`config.mk`:
```
export PLATFORM = sky130hd
export DESIGN_NAME = mem_arbiter
export DESIGN_NICKNAME = d
export VERILOG_FILES = /design/src/rtl/mem_arbiter.sv
export SDC_FILE = /design/constraint.sdc
export NUM_CORES = 1
export LEC_CHECK = 0
export BUFFER_PORTS_ARGS = -buffer_cell sky130_fd_sc_hd__buf_2
export CAP_MARGIN = 20
export CORE_MARGIN = 2
export CORE_UTILIZATION = 29
export DETAILED_ROUTE_END_ITERATION = 16
export GPL_ROUTABILITY_DRIVEN = 1
export PLACE_DENSITY = 0.87
export SYNTH_ARGS = -nofsm -noshare
export SYNTH_HDL_FRONTEND = slang
export SYNTH_SLANG_ARGS = --single-unit
```
`constraint.sdc`:
```
create_clock -name clk -period 1.6 [get_ports clk]
set_input_delay 0 -clock clk [delete_from_list [all_inputs] [get_ports clk]]
set_output_delay 0 -clock clk [all_outputs]
set_load 0.01 [all_outputs]
```
`src/rtl/mem_arbiter.sv`:
```
// rtl/mem_arbiter.sv - single-port RAM arbiter between CPU and DMA masters
// DMA has priority; a burst limit and a one-transfer lock bound CPU deferral.
module mem_arbiter #(
   parameter int unsigned MAX_BURST = 4
) (
   input  logic        clk,
   input  logic        reset,
   input  logic        cpu_req,
   input  logic [15:0] cpu_addr,
   input  logic        cpu_we,
   input  logic        cpu_byte,
   input  logic [15:0] cpu_wdata,
   output logic        cpu_ack,
   output logic [15:0] cpu_rdata,
   input  logic        dma_req,
   input  logic        dma_lock,
   input  logic [15:0] dma_addr,
   input  logic        dma_we,
   input  logic        dma_byte,
   input  logic [15:0] dma_wdata,
   output logic        dma_ack,
   output logic [15:0] dma_rdata,
   output logic [15:0] mem_addr,
   output logic        mem_we,
   output logic        mem_byte,
   output logic [15:0] mem_din,
   input  logic [15:0] mem_dout,
   output logic [1:0]  owner
);

   typedef enum logic [1:0] {
      IDLE     = 2'b00,
      CPU_XFER = 2'b01,
      DMA_XFER = 2'b10
   } state_t;

   localparam logic [3:0] MAX_CNT = 4'(MAX_BURST);

   state_t     state_q, state_d;
   logic [3:0] cnt_q, cnt_d;
   logic       lock_flag;

   // The lock is captured at the edge that ends the locked DMA cycle and
   // steers that same arbitration, so the RMW write follows with no gap.
   assign lock_flag = (state_q == DMA_XFER) && dma_lock;

   always_comb begin
      state_d = IDLE;
      if (lock_flag && dma_req)
         state_d = DMA_XFER;
      else if (dma_req && cpu_req && (cnt_q == MAX_CNT))
         state_d = CPU_XFER;
      else if (dma_req)
         state_d = DMA_XFER;
      else if (cpu_req)
         state_d = CPU_XFER;

      cnt_d = 4'd0;
      if ((state_d == DMA_XFER) && cpu_req)
         cnt_d = (cnt_q >= MAX_CNT) ? MAX_CNT : cnt_q + 4'd1;
   end

   always_ff @(posedge clk or negedge reset) begin
      if (!reset) begin
         state_q <= IDLE;
         cnt_q   <= 4'd0;
      end else begin
         state_q <= state_d;
         cnt_q   <= cnt_d;
      end
   end

   // Memory side is a pure mux of the owner's request so the async reset
   // of state_q kills mem_we and the acks without waiting for a clock.
   always_comb begin
      mem_addr  = 16'h0000;
      mem_we    = 1'b0;
      mem_byte  = 1'b0;
      mem_din   = 16'h0000;
      cpu_ack   = 1'b0;
      cpu_rdata = 16'h0000;
      dma_ack   = 1'b0;
      dma_rdata = 16'h0000;
      case (state_q)
         CPU_XFER: begin
            mem_addr  = cpu_addr;
            mem_we    = cpu_we;
            mem_byte  = cpu_byte;
            mem_din   = cpu_wdata;
            cpu_ack   = 1'b1;
            cpu_rdata = mem_dout;
         end
         DMA_XFER: begin
            mem_addr  = dma_addr;
            mem_we    = dma_we;
            mem_byte  = dma_byte;
            mem_din   = dma_wdata;
            dma_ack   = 1'b1;
            dma_rdata = mem_dout;
         end
         default: ;
      endcase
   end

   assign owner = state_q;

endmodule

```
# Yosys cells after proc, flatten, opt, wreduce, memory -nomap -nowiden
# Cells that the tools add are included.
# Widths: inputs -> output; s select.
[op_classes] n_addsub=1 n_mul=0 div_mod_pow=0 n_lt_le_gt_ge=1 eq_ne=4 shift=0 mux=14 bitwise=0 reduce_logical=5
[op_table] op="$pmux 16 s2" n=2
[op_table] op="$mux 16" n=2
[op_table] op="$mux 4" n=2
[op_table] op="$mux 2" n=3
[op_table] op="$logic_and 1x1->1" n=5
[op_table] op="$add 4x1->4 const B" n=1
[op_table] op="$eq 2x2->1 const B" n=2
[op_table] op="$eq 4x3->1 const B" n=1
[op_table] op="$ge 4x3->1 const B" n=1
[op_table] op="$pmux 1 s2" n=2
[op_table] op="$mux 1" n=3
[op_table] op="$eq 2x1->1 const B" n=1
[word_totals] reg_bits=6 latchBits=0 ram_bits=0 romBits=0 input_bits=89 output_inout_bits=70 elab_cells=27 n_memories=0

# Depth between registers and ports, before layout
# Gate-level depths: netlist of run 1.
[logic_depth] word_depth=7 mapped_depth=6 mapped_depth_nobuf=4

# Least setup slack after synthesis of run 1
# No wires, ideal clock.
[synth_timing] path_kind="register to register" from="register state_q[0], in the netlist owner[0]" to="register state_q[0], in the netlist owner[0]" setup_time_ns=0.121 arrival_time_ns=1.143 t_required_ns=1.479 path_slack_ns=0.336 stages_incl_launch_ff=6 path_buffers=1 synth_period_minus_slack_ns=1.264 cell_sequence="dfrtp_1 -> inv_1 -> ha_1 -> buf_2 -> nand2_1 -> a22o_1"
[synth_between] elab_chain_len=4
[synth_lines] item="from (decl)" line_no="39" text="state_t state_q, state_d;"
[synth_lines] item="from (signal assigned)" line_no="68" text="state_q <= state_d;"
[synth_lines] item="$eq 2x2->1" line_no="45" text="assign lock_flag = (state_q == DMA_XFER) && dma_lock;"
[synth_lines] item="$logic_and 1x1->1" line_no="45"
[synth_lines] item="$logic_and 1x1->1" line_no="49" text="if (lock_flag && dma_req)"
[synth_lines] item="$mux 2" line_no="49"
[synth_lines] item="named net state_d[0]" line_no="39"
# The timed path passes the listed nets, and every way through them passes these cells.

# Worst setup path after layout of run 1
[layout_timing] from="register state_q[0], in the netlist owner[0]" to="output mem_din[2]"
[layout_between] elab_chain_len=2 word_cells_on_any_way=3 classes_between="eq/ne (2); mux (1)"
[layout_lines] item="$eq 2x2->1 or $eq 2x1->1 (tied branches)" line_no="84" text="case (state_q)"
[layout_lines] item="$pmux 16 s2 (*)" line_no="84"
[layout_lines] item="to (decl)" line_no="26" text="output logic [15:0] mem_din,"
# Every way passes the cells marked *; elsewhere a longest branch is shown, timed or not.

==> results_dict.tcl, run 1 <==
set metrics [dict create \
    cp.required_ps 1600 \
    drive_gt1_share_pct 61.0 \
    pwr_density_cell_mw_per_mm2 426 \
    dpl.hpwl_mm 3.26 \
    r2r_start "owner[0]$_DFF_PN0_" \
    ys_warn_count 0 \
    final_util_pct 55.1 \
    hold_end "owner[1]$_DFF_PN0_" \
    detail_route.wirelength_mm 4.10 \
    drc 0 \
    antenna_found_initial 0 \
    diodes 0 \
    track_usage_pct 19.3 \
    synth-seq-cells 6 \
    ant_nets 0 \
    synth-adder-area-share_pct 4.96 \
    vias 1594 \
    hp-class "in2reg" \
    critPathLaunchType "flip-flop" \
    period_share_pct 91.3 \
    clock-sinks 6 \
    num_rows 21 \
    met3WireLength_um 377 \
    yosysTopAreaCell "a22oi_1" \
    numCtsBuffers 3 \
    grt_max_degree 35 \
    r2r_slack_ps 310 \
    synthCells 140 \
    core_mm2 0.00334 \
    clk_path_buf_depth 2 \
    cap_violations 0 \
    fillCellCount 325 \
    hp-start "dma_req" \
    io_buffers 158 \
    cts.clk_slew.worst_paths_ps 50 \
    leakagePower_nw 1.13 \
    wl_per_cell_um 12.1 \
    synth-simple-area-share_pct 37.2 \
    crit_path_end_kind "output port" \
    final_cell_mix "158 x buf_2, 35 x nor2_1, 33 x a22oi_1, 22 x and2_1, 10 x and2_2" \
    synth_compound_gate_area_share_pct 28.5 \
    stdcell_area_mm2 0.00184 \
    start_util_pct 30.3 \
    die_y_um 63.0 \
    drv_slew 0 \
    hold_viol_final 0 \
    via_per_inst 4.72 \
    clk_latency_ps 240 \
    arrival_ps 1460 \
    min_path_cells 3 \
    fp.dieW_um 63.0 \
    irDropWorstVdd_uv 331 \
    crit_type "reg2out" \
    synth_top_area_share_pct 24.5 \
    fin_skew_ps 0.530 \
    ys_top_cells_by_area "a22oi_1 25%, dfrtp_1 15%, and2_1 14%, nor2_1 13%, buf_6 8.9%" \
    fp.dieArea_mm2 0.00397 \
    r2r_end "owner[0]$_DFF_PN0_" \
    drt_iter0_drc 118 \
    synth_top_family_by_area "simple AND/OR/NAND/NOR gates" \
    met2WireLength_mm 2.13 \
    htree_levels 1 \
    synthToLayoutAreaGrowth_pct 82.0 \
    outcome "completed" \
    final_common_cell "buf_2" \
    yosysUniqueCellTypes 19 \
    nets 387 \
    wl_met1_mm 1.55 \
    rsz0062_at_grt "true" \
    gr-total-overflow 0 \
    grt_pass1_vias 1452 \
    setup_viol 0 \
    synthMuxAreaShare_pct 0 \
    dpl_cell_area_mm2 0.00178 \
    syn-num-nets 233 \
    avgSynthCellArea_um2 7.21 \
    syn_area_mm2 0.00101 \
    r2r_cells 5 \
    critPathMaxFanout 34 \
    grt_pass1_wl_mm 6.41 \
    fmax_mhz 684 \
    maxUsedRoutingLayer "met4" \
    cts_tree "built" \
    post-route-min-period_ps 1460 \
    gp_congestion 0.797 \
    ioPinCount 159 \
    dr.pass1.iters 4 \
    yosysSeqAreaShare_pct 14.9 \
    clock-root-buffer "clkbuf_4" \
    synth_xor_area_share_pct 0 \
]
## kinds of logic after synthesis
kind of cell / after synthesis
other: 1
adder cells (fa/ha/maj): 4
AND/OR/NAND/NOR: 71
buffers and inverters: 20
flip-flops: 6
AO/OA/AOI/OAI: 38
## power by group
| group | internal [W] | leakage [nW] | switching (W) |
|---|---|---|---|
| Sequential | 0.000159 | 0.0771 | 0.00000503 |
| Combinational | 0.000235 | 1.04 | 0.000243 |
| Clock | 0.0000850 | 0.0138 | 0.0000564 |
## synthesized netlist by cell type
| cell type | number |
|---|---|
| and4_1 | 2 |
| nor2_1 | 35 |
| o311ai_0 | 1 |
| clkbuf_1 | 1 |
| and4b_1 | 1 |
| a22oi_2 | 1 |
| a22o_1 | 1 |
| a22oi_1 | 33 |
| dfrtp_1 | 6 |
| buf_2 | 4 |
| clkbuf_2 | 2 |
| and2_1 | 22 |
| inv_1 | 5 |
| ha_1 | 4 |
| a21oi_1 | 2 |
| and2_2 | 10 |
| nand2_1 | 1 |
| conb_1 | 1 |
| buf_6 | 8 |
## metal layers
layer,global-route usage [%],vias up
met5,0,-
met2,35.9,79
met4,5.56,0
met1,22.4,725
met3,3.24,4
li1,-,786
## cell type report
type	count	area, µm²	share of cell area, %
clock buffers	3	22.5	1.23
inverters	5	18.8	1.02
multi-input cells	114	719	39.1
flip-flops and latches	6	150	8.17
well taps	46	57.6	3.13
repair buffers	164	870	47.3
## state kept, by name, indices dropped and copies added, names as in the netlist
| register | flops |
|---|---|
| owner | 2 |
| cnt_q | 4 |
## metrics by stage
| stage | TNS, ps | setup WS [ps] | total power (W) | hold WS [ps] | cells |
|---|---|---|---|---|---|
| 2_1_floorplan | 0 | 336 | 0.000417 | -296 | 140 |
| 3_3_place_gp | 0 | 247 | 0.000625 | -175 | 334 |
| 3_5_place_dp | 0 | 201 | 0.000635 | -167 | 334 |
| 4_1_cts | 0 | 30.8 | 0.000782 | 18.7 | 338 |
| 5_1_grt | -23.8 | -12.9 | 0.000848 | 54.3 | 338 |
| 6_report | 0 | 139 | 0.000783 | 33.6 | 338 |
## how the worst max path moves through the flow
stage,slack (ps),to,start
3_3_place_gp,250,owner[0]$_DFF_PN0_,owner[0]$_DFF_PN0_
3_5_place_dp,200,owner[0]$_DFF_PN0_,owner[0]$_DFF_PN0_
2_1_floorplan,340,owner[0]$_DFF_PN0_,owner[0]$_DFF_PN0_
4_1_cts,30,mem_addr[14],owner[0]$_DFF_PN0_
6_report,140,mem_din[2],owner[0]$_DFF_PN0_
5_1_grt,-10,mem_addr[14],owner[1]$_DFF_PN0_
## worst max-delay path, stage by stage, from the launching register on
cell	delay, ps
dfrtp_1	360
inv_1	60
ha_2	310
buf_6	240
nor2_1	90
buf_2	150
## what timing repair did
action / 4_1_cts / 5_1_grt
endpoints found under the hold margin: 6 / 0
setup buffers: 0 / 0
hold buffers: 1 / 0
setup endpoints to repair: 0 / 35
resized for setup: 0 / 6
(Power assumes the default switching activity.)
==> run 2, diff against run 1 <==
--- a/config.mk
+++ b/config.mk
@@ -11,6 +11,7 @@
 export CORE_UTILIZATION = 29
 export DETAILED_ROUTE_END_ITERATION = 16
 export GPL_ROUTABILITY_DRIVEN = 1
+export MAX_ROUTING_LAYER = met4
 export PLACE_DENSITY = 0.87
 export SYNTH_ARGS = -nofsm -noshare
 export SYNTH_HDL_FRONTEND = slang
==> run 2 against run 1 <==
Against the previous run: register-to-register slack barely moved; highest routed layer unchanged; utilization stayed put; total power decreased by 0.17%; combinational power barely moved.
==> results_dict.tcl, run 2 (same netlist as run 1, synthesis figures left out) <==
set metrics [dict create \
    outcome "completed" \
    nets 387 \
    clk_latency_ps 240 \
    critPathLaunchType "flip-flop" \
    gp_congestion 0.808 \
    via_per_inst 4.72 \
    final_common_cell "buf_2" \
    antenna_found_initial 0 \
    crit_path_end_kind "output port" \
    dr.pass1.iters 4 \
    grt_pass1_vias 1452 \
    start_util_pct 30.3 \
    cap_violations 0 \
    fmax_mhz 685 \
    drc 0 \
    rsz0062_at_grt "true" \
    pwr_density_cell_mw_per_mm2 425 \
    critPathMaxFanout 34 \
    drv_slew 0 \
    arrival_ps 1460 \
    hold_viol_final 0 \
    fp.dieArea_mm2 0.00397 \
    num_rows 21 \
    stdcell_area_mm2 0.00184 \
    vias 1594 \
    period_share_pct 91.2 \
    whs_ps 35.4 \
    cp.required_ps 1600 \
    fp.dieW_um 63.0 \
    wl_per_cell_um 12.1 \
    track_usage_pct 19.9 \
    drt_iter0_drc 118 \
    cts_tree "built" \
    post_cts_buffers 0 \
    synthToLayoutAreaGrowth_pct 82.0 \
    cts.clk_slew.worst_paths_ps 50 \
    ioPinCount 159 \
    clk_path_buf_depth 2 \
    numCtsBuffers 3 \
    io_buffers 158 \
    htree_levels 1 \
    fin_skew_ps 1.12 \
    diodes 0 \
    ant_nets 0 \
    dpl_cell_area_mm2 0.00178 \
    hp-class "in2reg" \
    fillCellCount 325 \
    core_mm2 0.00334 \
    setup_viol 0 \
    largest_register_ffs 4 \
    regMostFlops "cnt_q" \
    grt_max_degree 35 \
    detail_route.wirelength_mm 4.09 \
    dpl.hpwl_mm 3.26 \
    clock-sinks 6 \
    final_cell_mix "158 x buf_2, 35 x nor2_1, 33 x a22oi_1, 22 x and2_1, 10 x and2_2" \
    clock-root-buffer "clkbuf_4" \
    post-route-min-period_ps 1460 \
    leakagePower_nw 1.13 \
    drive_gt1_share_pct 61.0 \
    crit_type "reg2out" \
    irDropWorstVdd_uv 331 \
    die_y_um 63.0 \
    grt_pass1_wl_mm 6.41 \
    gr-total-overflow 0 \
]
==> run 2: worst paths after layout <==
kind	startpoint	end	slack [ps]	depth (start not counted)
setup / recovery	owner[0]$_DFF_PN0_	mem_din[2]	140	5
setup reg to reg	owner[0]$_DFF_PN0_	owner[0]$_DFF_PN0_	310	5
hold / removal	dma_req	owner[1]$_DFF_PN0_	40	3
hold reg to reg	cnt_q[0]$_DFF_PN0_	cnt_q[0]$_DFF_PN0_	580	2
max in group asynchronous	reset	owner[1]$_DFF_PN0_	1350	2
min in group asynchronous	reset	cnt_q[0]$_DFF_PN0_	110	2
==> run 2: stage by stage <==
| stage | total power (W) | TNS (ps) | utilization, % | instances | setup slack [ps] |
|---|---|---|---|---|---|
| floorplan | 0.000417 | 0 | - | 140 | 336 |
| global placement | 0.000625 | 0 | 53.5 | 334 | 247 |
| detailed placement | 0.000635 | 0 | 53.5 | 334 | 201 |
| CTS | 0.000782 | 0 | 54.4 | 338 | 30.8 |
| global route | 0.000848 | -23.8 | 55.1 | 338 | -12.9 |
| finish | 0.000782 | 0 | 55.1 | 338 | 141 |
==> run 2: critical path: stages, from the launching register on <==
cell and delay [ps]:
dfrtp_1 360, inv_1 60, ha_2 310, buf_6 240
nor2_1 90, buf_2 150
==> run 2: area by class of cell <==
type	count	area [µm²]	area share [%]
Tap cell	46	57.6	3.13
Inverter	5	18.8	1.02
Multi-Input combinational cell	114	719	39.1
Clock buffer	3	22.5	1.23
Timing Repair Buffer	164	870	47.3
Sequential cell	6	150	8.17
==> run 2: what timing repair did <==
action,CTS,global route
hold buffers,1,0
setup endpoints to repair,0,35
gates resized for setup,0,6
endpoints found under the hold margin,6,0
==> run 2: metal layers <==
| layer | track usage [%] | vias up | part of all wire [%] |
|---|---|---|---|
| li1 | - | 787 | - |
| met1 | 22.5 | 724 | 38 |
| met2 | 35.9 | 79 | 52 |
| met3 | 3.06 | 4 | 9.2 |
| met4 | 5.56 | 0 | 0.98 |
| met5 | - | - | 0 |
==> run 2: power by group <==
part | switching (W) | leakage, nW | internal [W]
Clock | 0.0000553 | 0.0138 | 0.0000849
Combinational | 0.000243 | 1.04 | 0.000235
Sequential | 0.00000489 | 0.0771 | 0.000159
Total | 0.000303 | 1.13 | 0.000479
==> run 3, diff against run 2 <==
--- a/config.mk
+++ b/config.mk
@@ -7,12 +7,13 @@
 export LEC_CHECK = 0
 export BUFFER_PORTS_ARGS = -buffer_cell sky130_fd_sc_hd__buf_2
 export CAP_MARGIN = 20
-export CORE_MARGIN = 2
-export CORE_UTILIZATION = 29
+export CORE_AREA = 2 2 62 64
 export DETAILED_ROUTE_END_ITERATION = 16
+export DIE_AREA = 0 0 64 66
 export GPL_ROUTABILITY_DRIVEN = 1
 export MAX_ROUTING_LAYER = met4
-export PLACE_DENSITY = 0.87
+export PLACE_DENSITY = 0.85
+export SLEW_MARGIN = 20
 export SYNTH_ARGS = -nofsm -noshare
 export SYNTH_HDL_FRONTEND = slang
 export SYNTH_SLANG_ARGS = --single-unit
==> constraint.sdc (replaced) <==
create_clock -name clk -period 1.9 [get_ports clk]
set_input_delay 0 -clock clk [delete_from_list [all_inputs] [get_ports clk]]
set_output_delay 0 -clock clk [all_outputs]
set_load 0.01 [all_outputs]
==> run 3 against run 2 <==
Against the previous run: sequential power fell by 16%; routed wire length is 2.3% lower; utilization is 4.2 points lower; via count shrank 3.2%; non-clock buffer count unchanged; worst hold slack lost 13 ps; first-iteration DRC count fell by 47%; die area increased by 6.4%; critical path depth rose by 1; combinational power down 19%; critical endpoint is now mem_addr[9]; largest cell class unchanged.
==> results_dict.tcl, run 3 (same netlist as run 1, synthesis figures left out) <==
set metrics [dict create \
    pwr-share-comb_pct 60.1 \
    intPower_w 0.000392 \
    nets 387 \
    swShare_pct 39.1 \
    drc 0 \
    fp.dieW_um 64 \
    diodes 0 \
    drive_gt1_share_pct 60.6 \
    post_cts_resized 0 \
    clk_latency_ps 250 \
    final_util_pct 50.9 \
    wl_per_cell_um 11.7 \
    grt_pass1_wl_mm 5.89 \
    leakagePower_nw 1.13 \
    post-route-min-period_ps 1510 \
    num_rows 22 \
    htree_levels 1 \
    multi_input_area_um2 717 \
    fin_skew_ps 3.52 \
    setup_tns_ps 0 \
    numCtsBuffers 3 \
    p_switching_w 0.000252 \
    rsz0062_at_grt "false" \
    power_frac_seq_pct 21.4 \
    grt_pass1_vias 1276 \
    seq_area_um2 150 \
    cp.required_ps 1900 \
    cap_violations 0 \
    critPathLaunchType "flip-flop" \
    fillCellCount 351 \
    grt_max_degree 35 \
    die_y_um 66 \
    hold_viol_final 0 \
    gp_congestion 0.759 \
    via_per_inst 4.54 \
    drt_iter0_drc 62 \
    antenna_found_initial 0 \
    hp-class "in2reg" \
    post_cts_buffers 0 \
    largest_register_ffs 4 \
    crit_type "reg2out" \
    fp.dieArea_mm2 0.00422 \
    vias 1543 \
    final_common_cell "buf_2" \
    final_cell_mix "158 x buf_2, 35 x nor2_1, 33 x a22oi_1, 22 x and2_1, 10 x and2_2" \
    ioPinCount 159 \
    clock-root-buffer "clkbuf_4" \
    setup_viol 0 \
    start_util_pct 28.4 \
    irDropWorstVdd_uv 259 \
    synthToLayoutAreaGrowth_pct 78.9 \
    detail_route.wirelength_mm 3.99 \
    power_frac_clock_pct 18.5 \
    crit_path_end_kind "output port" \
    regMostFlops "cnt_q" \
    io_buffers 158 \
    cts_tree "built" \
    dr.pass1.iters 4 \
    drv_slew 0 \
    fmax_mhz 662 \
    track_usage_pct 17.8 \
    pwr_density_cell_mw_per_mm2 357 \
    cts.clk_slew.worst_paths_ps 40 \
    core_mm2 0.00355 \
    outcome "completed" \
    critPathMaxFanout 31 \
    clk_path_buf_depth 2 \
    dpl.hpwl_mm 3.18 \
    gr-total-overflow 0 \
    arrival_ps 1510 \
    ant_nets 0 \
    clock-sinks 6 \
    period_share_pct 79.5 \
]
[run 3: cell count changes in the layout (fill, tap and decap cells not counted)]
cell / previous run / this run
buf_12: 1 / 0
buf_4: 1 / 5
buf_6: 1 / 0
buf_8: 2 / 0
ha_1: 3 / 4
ha_2: 1 / 0
[run 3: area by class of cell]
class / instances / share of cell area, %
Sequential cell: 6 / 8.31
Inverter: 5 / 1.04
Clock buffer: 3 / 1.25
Tap cell: 48 / 3.32
Multi-Input combinational cell: 114 / 39.7
Timing Repair Buffer: 164 / 46.4
[run 3: what timing repair did]
action                                  CTS  global route
endpoints found under the setup margin    0             0
hold buffers                              1             0
endpoints found under the hold margin     6             0
[run 3: worst paths after layout]
path | end | startpoint | cells after the start | slack (ps)
worst min register to register | cnt_q[0]$_DFF_PN0_ | cnt_q[0]$_DFF_PN0_ | 2 | 600
min in group asynchronous | cnt_q[0]$_DFF_PN0_ | reset | 2 | 110
max in group asynchronous | owner[1]$_DFF_PN0_ | reset | 2 | 1640
worst max-delay path | mem_addr[9] | owner[0]$_DFF_PN0_ | 6 | 390
worst min-delay path | owner[1]$_DFF_PN0_ | dma_req | 3 | 20
worst max register to register | owner[0]$_DFF_PN0_ | owner[0]$_DFF_PN0_ | 5 | 550
[run 3: through the flow]
step / hold WS, ps / instances / setup slack [ps] / area [µm²] / total power, W
floorplan: -296 / 140 / 636 / 1010 / 0.000351
global placement: -172 / 336 / 587 / 1770 / 0.000521
detailed placement: -168 / 336 / 537 / 1770 / 0.000528
CTS: 10.2 / 340 / 351 / 1810 / 0.000654
global route: 15.8 / 340 / 245 / 1810 / 0.000695
finish: 22.3 / 340 / 389 / 1810 / 0.000645
[run 3: power by group through the flow]
stage | Combinational, W | Clock (W) | Sequential, W
floorplan | 0.000211 | 0 | 0.000140
global placement | 0.000382 | 0 | 0.000139
detailed placement | 0.000388 | 0 | 0.000140
CTS | 0.000393 | 0.000124 | 0.000138
global route | 0.000429 | 0.000127 | 0.000139
finish | 0.000387 | 0.000119 | 0.000138
[run 3: metal layers]
layer | part of all wire, % | GRT usage [%] | wire [µm] | vias to the layer above
met4 | 0.38 | 5.16 | 15 | 0
met3 | 8.7 | 2.56 | 347 | 2
met2 | 50 | 33.1 | 1980 | 73
li1 | - | - | - | 790
met1 | 41 | 19.7 | 1650 | 678
met5 | 0 | - | 0 | -
[run 3: critical path, cell delays in order, from the launching register on]
cell	delay [ps]
dfrtp_1	380
inv_1	60
ha_1	160
buf_4	280
a22oi_1	140
nor2_1	110
buf_2	140
